`config.mk`:
```
export PLATFORM = sky130hd
export DESIGN_NAME = aes256_round_ctrl_flat
export DESIGN_NICKNAME = d
export VERILOG_FILES = /design/src/rtl/aes256_round_ctrl_if.sv /design/src/rtl/aes256_round_ctrl.sv /design/src/flat_wrapper.sv
export SDC_FILE = /design/constraint.sdc
export NUM_CORES = 1
export LEC_CHECK = 0
export BUFFER_PORTS_ARGS = -buffer_cell sky130_fd_sc_hd__buf_2
export CORE_AREA = 8 8 250 252
export DETAILED_ROUTE_END_ITERATION = 12
export DIE_AREA = 0 0 258 260
export SKIP_CTS_REPAIR_TIMING = 1
export SLEW_MARGIN = 20
export SYNTH_ARGS = -nofsm -noshare
export SYNTH_HDL_FRONTEND = slang
export SYNTH_SLANG_ARGS = --single-unit
```
`constraint.sdc`:
```
create_clock -name clk_i -period 2.15 [get_ports clk_i]
set_input_delay 0 -clock clk_i [delete_from_list [all_inputs] [get_ports clk_i]]
set_output_delay 0 -clock clk_i [all_outputs]
set_load 0.01 [all_outputs]
```
`src/rtl/aes256_round_ctrl_if.sv`:
```
// aes256_round_ctrl_if
//   Block I/O handshake bundle for the AES-256 round controller.
//   Signal names keep the controller's original port names so existing
//   integration code maps one-to-one.
//
//   in_valid_i   upstream -> ctrl   input block valid
//   in_ready_o   ctrl -> upstream   controller can accept a block
//   mode_i       upstream -> ctrl   0=encrypt, 1=decrypt (sampled on handshake)
//   data_i       upstream -> ctrl   128-bit input block, byte0 = [127:120]
//   out_valid_o  ctrl -> downstream result valid
//   out_ready_i  downstream -> ctrl result accepted
//   data_o       ctrl -> downstream 128-bit result block
//
//   master : the block source/sink side (drives inputs, consumes results)
//   slave  : the controller side
interface aes256_round_ctrl_if;
    logic         in_valid_i;
    logic         in_ready_o;
    logic         mode_i;
    logic [127:0] data_i;
    logic         out_valid_o;
    logic         out_ready_i;
    logic [127:0] data_o;

    modport master (
        output in_valid_i,
        output mode_i,
        output data_i,
        output out_ready_i,
        input  in_ready_o,
        input  out_valid_o,
        input  data_o
    );

    modport slave (
        input  in_valid_i,
        input  mode_i,
        input  data_i,
        input  out_ready_i,
        output in_ready_o,
        output out_valid_o,
        output data_o
    );
endinterface

```
`src/rtl/aes256_round_ctrl.sv`:
```
// aes256_round_ctrl
//   Iterative AES-256 round sequencer. Accepts one 128-bit block per
//   valid/ready handshake, applies the initial AddRoundKey itself, then
//   drives the shared combinational round datapath for NR rounds (one per
//   clock) while holding the state register, and presents the result on a
//   valid/ready output. Round-key indices go to the expanded-key store,
//   which answers combinationally on rk_i in the same cycle.
//
//   Sequence: IDLE -> INIT (1 clk) -> ROUND (NR clks) -> DONE -> IDLE.
//
// Parameters
//   NR          number of rounds (14 for AES-256; other values unsupported)
//   KIDX_W      width of the round-key index (covers 0..NR)
//
// Ports
//   clk_i        rising-edge clock
//   rst_ni       asynchronous active-low reset
//   clear_i      synchronous abort: back to IDLE, in-flight block dropped
//   key_ready_i  expanded key valid in the key store (looked at in IDLE only)
//   blk          block I/O handshake bundle (slave side)
//   rk_idx_o     round-key index to the key store
//   rk_i         round key for rk_idx_o, same cycle
//   rnd_mode_o   latched mode to the round datapath
//   rnd_last_o   final round: datapath skips (Inv)MixColumns
//   rnd_state_o  current state register to the round datapath
//   rnd_state_i  round datapath result (AddRoundKey with rk_i included)
//   busy_o       controller is not in IDLE
module aes256_round_ctrl #(
    parameter int unsigned NR     = 14,
    parameter int unsigned KIDX_W = 4
) (
    input  logic                clk_i,
    input  logic                rst_ni,
    input  logic                clear_i,
    input  logic                key_ready_i,
    aes256_round_ctrl_if.slave  blk,
    output logic [KIDX_W-1:0]   rk_idx_o,
    input  logic [127:0]        rk_i,
    output logic                rnd_mode_o,
    output logic                rnd_last_o,
    output logic [127:0]        rnd_state_o,
    input  logic [127:0]        rnd_state_i,
    output logic                busy_o
);

    localparam logic [KIDX_W-1:0] NR_K  = KIDX_W'(NR);
    localparam logic [KIDX_W-1:0] ONE_K = KIDX_W'(1);

    typedef enum logic [1:0] {
        IDLE,
        INIT,
        ROUND,
        DONE
    } fsm_e;

    fsm_e               fsm_q;
    logic [127:0]       state_q;
    logic               mode_q;
    logic [KIDX_W-1:0]  rnd_cnt_q;
    logic [KIDX_W-1:0]  rk_idx_q;
    logic               last_q;
    logic               out_valid_q;
    logic               busy_q;

    logic               accept;
    logic [KIDX_W-1:0]  cnt_inc;

    // Key index used by the round that executes with round count cnt.
    // Decryption walks the schedule from the top (NR) down to 0.
    function automatic logic [KIDX_W-1:0] key_index(input logic               dec,
                                                   input logic [KIDX_W-1:0]  cnt);
        return dec ? (NR_K - cnt) : cnt;
    endfunction

    assign accept  = (fsm_q == IDLE) && key_ready_i && blk.in_valid_i;
    assign cnt_inc = rnd_cnt_q + ONE_K;

    // rk_idx_o and rnd_last_o are registered: each transition loads the
    // values the *next* cycle needs, so the key store sees a glitch-free
    // index straight from flops.
    always_ff @(posedge clk_i or negedge rst_ni) begin
        if (!rst_ni) begin
            fsm_q       <= IDLE;
            state_q     <= '0;
            mode_q      <= 1'b0;
            rnd_cnt_q   <= '0;
            rk_idx_q    <= '0;
            last_q      <= 1'b0;
            out_valid_q <= 1'b0;
            busy_q      <= 1'b0;
        end else if (clear_i) begin
            // Abort leaves state_q/mode_q as they are; only control is reset.
            fsm_q       <= IDLE;
            rnd_cnt_q   <= '0;
            rk_idx_q    <= '0;
            last_q      <= 1'b0;
            out_valid_q <= 1'b0;
            busy_q      <= 1'b0;
        end else begin
            unique case (fsm_q)
                IDLE: begin
                    if (accept) begin
                        state_q  <= blk.data_i;
                        mode_q   <= blk.mode_i;
                        rk_idx_q <= key_index(blk.mode_i, '0);
                        busy_q   <= 1'b1;
                        fsm_q    <= INIT;
                    end
                end

                INIT: begin
                    // Initial AddRoundKey is done here, not in the datapath.
                    state_q   <= state_q ^ rk_i;
                    rnd_cnt_q <= ONE_K;
                    rk_idx_q  <= key_index(mode_q, ONE_K);
                    last_q    <= (ONE_K == NR_K);
                    fsm_q     <= ROUND;
                end

                ROUND: begin
                    state_q <= rnd_state_i;
                    if (rnd_cnt_q == NR_K) begin
                        // Counter parks at 0 rather than stepping past NR.
                        rnd_cnt_q   <= '0;
                        rk_idx_q    <= '0;
                        last_q      <= 1'b0;
                        out_valid_q <= 1'b1;
                        fsm_q       <= DONE;
                    end else begin
                        rnd_cnt_q <= cnt_inc;
                        rk_idx_q  <= key_index(mode_q, cnt_inc);
                        last_q    <= (cnt_inc == NR_K);
                    end
                end

                DONE: begin
                    if (blk.out_ready_i) begin
                        out_valid_q <= 1'b0;
                        busy_q      <= 1'b0;
                        fsm_q       <= IDLE;
                    end
                end

                default: begin
                    fsm_q <= IDLE;
                end
            endcase
        end
    end

    assign blk.in_ready_o  = (fsm_q == IDLE) && key_ready_i;
    assign blk.out_valid_o = out_valid_q;
    assign blk.data_o      = state_q;

    assign rk_idx_o    = rk_idx_q;
    assign rnd_mode_o  = mode_q;
    assign rnd_last_o  = last_q;
    assign rnd_state_o = state_q;
    assign busy_o      = busy_q;

    // Output handshake must hold until accepted (clear/reset excepted).
    a_valid_hold: assert property (@(posedge clk_i) disable iff (!rst_ni)
        (out_valid_q && !blk.out_ready_i && !clear_i) |=> out_valid_q);

    a_cnt_range: assert property (@(posedge clk_i) disable iff (!rst_ni)
        rnd_cnt_q <= NR_K);

    a_ready_idle_only: assert property (@(posedge clk_i) disable iff (!rst_ni)
        blk.in_ready_o |-> (fsm_q == IDLE));

endmodule

```
`src/flat_wrapper.sv`:
```
// flat-port wrapper written by rule: the top's interface ports become plain ports
module aes256_round_ctrl_flat 
#(
    parameter int unsigned NR     = 14,
    parameter int unsigned KIDX_W = 4
)
  (clk_i, rst_ni, clear_i, key_ready_i, rk_idx_o, rk_i, rnd_mode_o, rnd_last_o, rnd_state_o, rnd_state_i, busy_o, blk_in_valid_i, blk_mode_i, blk_data_i, blk_out_ready_i, blk_in_ready_o, blk_out_valid_o, blk_data_o);
  aes256_round_ctrl_if blk_i ();
  input  logic clk_i;
  input  logic rst_ni;
  input  logic clear_i;
  input  logic key_ready_i;
  output logic [KIDX_W-1:0] rk_idx_o;
  input  logic [127:0] rk_i;
  output logic rnd_mode_o;
  output logic rnd_last_o;
  output logic [127:0] rnd_state_o;
  input  logic [127:0] rnd_state_i;
  output logic busy_o;
  input wire logic [$bits(blk_i.in_valid_i)-1:0] blk_in_valid_i;
  input wire logic [$bits(blk_i.mode_i)-1:0] blk_mode_i;
  input wire logic [$bits(blk_i.data_i)-1:0] blk_data_i;
  input wire logic [$bits(blk_i.out_ready_i)-1:0] blk_out_ready_i;
  output wire logic [$bits(blk_i.in_ready_o)-1:0] blk_in_ready_o;
  output wire logic [$bits(blk_i.out_valid_o)-1:0] blk_out_valid_o;
  output wire logic [$bits(blk_i.data_o)-1:0] blk_data_o;
  assign blk_i.in_valid_i = blk_in_valid_i;
  assign blk_i.mode_i = blk_mode_i;
  assign blk_i.data_i = blk_data_i;
  assign blk_i.out_ready_i = blk_out_ready_i;
  assign blk_in_ready_o = blk_i.in_ready_o;
  assign blk_out_valid_o = blk_i.out_valid_o;
  assign blk_data_o = blk_i.data_o;
  aes256_round_ctrl #(.NR(NR), .KIDX_W(KIDX_W)) u_core (.clk_i(clk_i), .rst_ni(rst_ni), .clear_i(clear_i), .key_ready_i(key_ready_i), .blk(blk_i), .rk_idx_o(rk_idx_o), .rk_i(rk_i), .rnd_mode_o(rnd_mode_o), .rnd_last_o(rnd_last_o), .rnd_state_o(rnd_state_o), .rnd_state_i(rnd_state_i), .busy_o(busy_o));
endmodule
```
==> results.toml <==
[worst_setup_path]
start_kind = "register"
path_buf_inv = 3
cp_max_fo = 42
worstPathArrival_ns = 2.32
end_kind = "register"
path_cells = "inv_1 -> ha_1 -> nand3_1 -> a21o_4 -> buf_12 -> buf_12 -> o31ai_1"
critPathRequiredTime_ns = 2.51
slowest_delay_ns = 0.42
crit_type = "register to register"
cpLargestDelayFamily = "buffers and inverters"
cpMaxStageDelayCell = "dfrtp_1"
crit_top_cell = "buf_12"

[cts]
clkTransAtPathRegs_ns = 0.06
cts.sinks = 142
insertion_delay_ns = 0.45
cts_tree = "yes"
numCtsBuffers = 17
htreeDepth = 4
cts_buffer_depth = 2
cts_root_buf = "clkbuf_16"

[pwr]
p_leak_nw = 8.17
p_per_area_nw_per_um2 = 1420
power.total_mw = 23.3
ir_drop_uv = 924

[floorplanning]
die_area_um2 = 67100
floorplan.initialDensity = 0.165
core.rowCount = 89
core_um2 = 58500
die_x_um = 258
die_h_um = 260
io_pins = 656

[synthesis]
synth_xor_area_frac = 0.119
yosysSeqAreaShare = 0.369
avgSynthCellArea_um2 = 8.91
muxShareOfSynthArea = 0.00429
synth_seq_cells = 142
syn_inst = 1080
synthesis.nets = 1480
synth-compound-area-share = 0.239
synth_enable_flop_cells = 0
yosysMostFrequentCell = "dfrtp_1"
ys_types = 40
synth_top_cell_area_share = 0.369
netlist_area_um2 = 9620
synth-async-reset-ratio = 1.00
synthTopCellsByCount = "142 x dfrtp_1, 137 x nand2_1, 135 x nor2_1"
yosys.area.top_type = "dfrtp_1"
synth_simple_gate_area_frac = 0.116
ys_top_cells_by_area = "dfrtp_1 37%, xor2_1 12%, a221oi_1 12%"
synth_fa_ha_area_frac = 0.0117
synth-main-ff-cell = "dfrtp_1"
synth_top_family_by_area = "compound AO/OA/AOI/OAI gates"
yosysWarnings = 0

[timing]
rsz0062_at_grt = "false"
fin_skew_ns = 0.00900
fin_crit_sh = 0.915
setup_tns_ns = 0
fin_ws_ns = 0.184
drv_slew = 0
worstMarginPinSlew_ns = 0.629
finalHoldWorstSlack_ns = -0.0265
slew_headroom = 0.581
final-hold-violation-count = 1
min_period_ns = 1.97
fmax_mhz = 509
setup_violations = 0

[drt]
detail_route.first_pass.iterations = 5
via_count = 11200
wl_per_cell_um = 17.2
drt-total-wl_mm = 45.4
avgViaCountPerCell = 4.26
drt-initial-drc-count = 830
postRouteAntennaNets = 0
remaining_drc_errors = 0

[global_route]
grt_pass1_wl_mm = 61.7
grt_pass1_vias = 10300
gr-total-overflow = 0
antenna_found_initial = 2
gr-usage-all-layers = 0.117
grt_max_degree = 73

[placed_design]
io_buffers = 655
place_ws_ns = 0.194
dp_hpwl_mm = 34.0
placed_area_um2 = 13200
gp_routability_congestion = 0.836

[final_layout]
multi_input_area_um2 = 4760
fin_area_um2 = 16400
seq_area_um2 = 3550
nets = 2251
drive_above_1_share = 0.402
area_growth_pct = 70.1
n_antenna_cell = 0
fill_cells = 6071

[outcome]
violations = "negative hold slack"
status = "complete, but fails checks"

[flow_run]
maxCapViolations = 0

[hold_path]
hold_path_class = "primary input to register"
==> final cells by class <==
type,count,share of cell area
Timing Repair Buffer,969,0.396
Multi-Input combinational cell,716,0.291
Sequential cell,142,0.217
Tap cell,773,0.0591
Clock buffer,21,0.0275
Clock inverter,10,0.00848
Inverter,5,0.00130
==> per-layer routing <==
metal  vias up  GRT usage  wire length, um
met4         4     0.0503             1690
met2       606      0.201            22400
met1      5241      0.129            16800
met5         -          0               27
li1       5295          -                -
met3        92     0.0440             4500
==> through the flow <==
stage          utilization  cells
3_5_place_dp         0.225   2345
6_report             0.280   2636
3_3_place_gp         0.225   2345
2_1_floorplan            -   1080
5_1_grt              0.280   2636
4_1_cts              0.236   2376
==> path summary, 6_finish.rpt <==
| kind | start | to | slack (ns) | cells after the start |
|---|---|---|---|---|
| setup / recovery | u_core.fsm_q[1] | u_core.blk.data_o[44] | 0.18 | 7 |
| hold / removal | rnd_state_i[39] | u_core.blk.data_o[39] | -0.03 | 3 |
| setup reg to reg | u_core.fsm_q[1] | u_core.blk.data_o[44] | 0.18 | 7 |
| hold reg to reg | u_core.rk_idx_o[0] | u_core.rk_idx_o[0] | 0.48 | 2 |
| max in group asynchronous | rst_ni | u_core.rnd_cnt_q[2] | 1.37 | 3 |
| min in group asynchronous | rst_ni | u_core.blk.data_o[54] | 0.14 | 2 |
==> layout by cell type (no fill, tap or decap), types with 2 or more instances in the layout <==
cell	count
a21oi_1	5
a22o_1	2
nor3_1	2
mux2i_1	3
o31ai_1	131
clkbuf_16	17
buf_4	39
a21bo_2	2
o21ai_0	3
clkinv_4	2
and2_1	2
buf_12	15
nor2_1	135
ha_1	6
dlygate4sd3_1	260
clkinv_2	3
buf_2	654
a31oi_1	2
and3_1	2
dfrtp_1	142
ha_4	3
clkbuf_1	3
nand2_1	137
nand2b_1	3
inv_1	4
xor2_1	130
bufinv_16	3
o21bai_1	2
a221oi_1	128
nand3_1	2
==> kinds of logic after synthesis <==
kind of cell             count (synthesis)
AO/OA/AOI/OAI                          285
XOR/XNOR                               131
adder cells (fa/ha/maj)                  9
buffers and inverters                  222
flip-flops                             142
multiplexers                             4
AND/OR/NAND/NOR                        287
==> power breakdown <==
part / internal (mW) / switching (mW) / leakage (nW)
combinational: 6.15 / 8.50 / 6.09
sequential: 3.92 / 1.61 / 1.79
clock: 1.85 / 1.24 / 0.287
==> sequential cells by signal (all words and copies together), names as in the netlist <==
signal                  cells
u_core.rnd_cnt_q            4
u_core.rnd_mode_o           1
u_core.blk.out_valid_o      1
u_core.blk.data_o         128
u_core.busy_o               1
u_core.fsm_q                2
u_core.rk_idx_o             4
u_core.rnd_last_o           1
==> tightest hold or removal path, cell delays in order <==
cell      delay, ns
buf_2          0.12
a221oi_1       0.09
o31ai_1        0.18
Note: power is estimated with default switching activity, not from simulation.
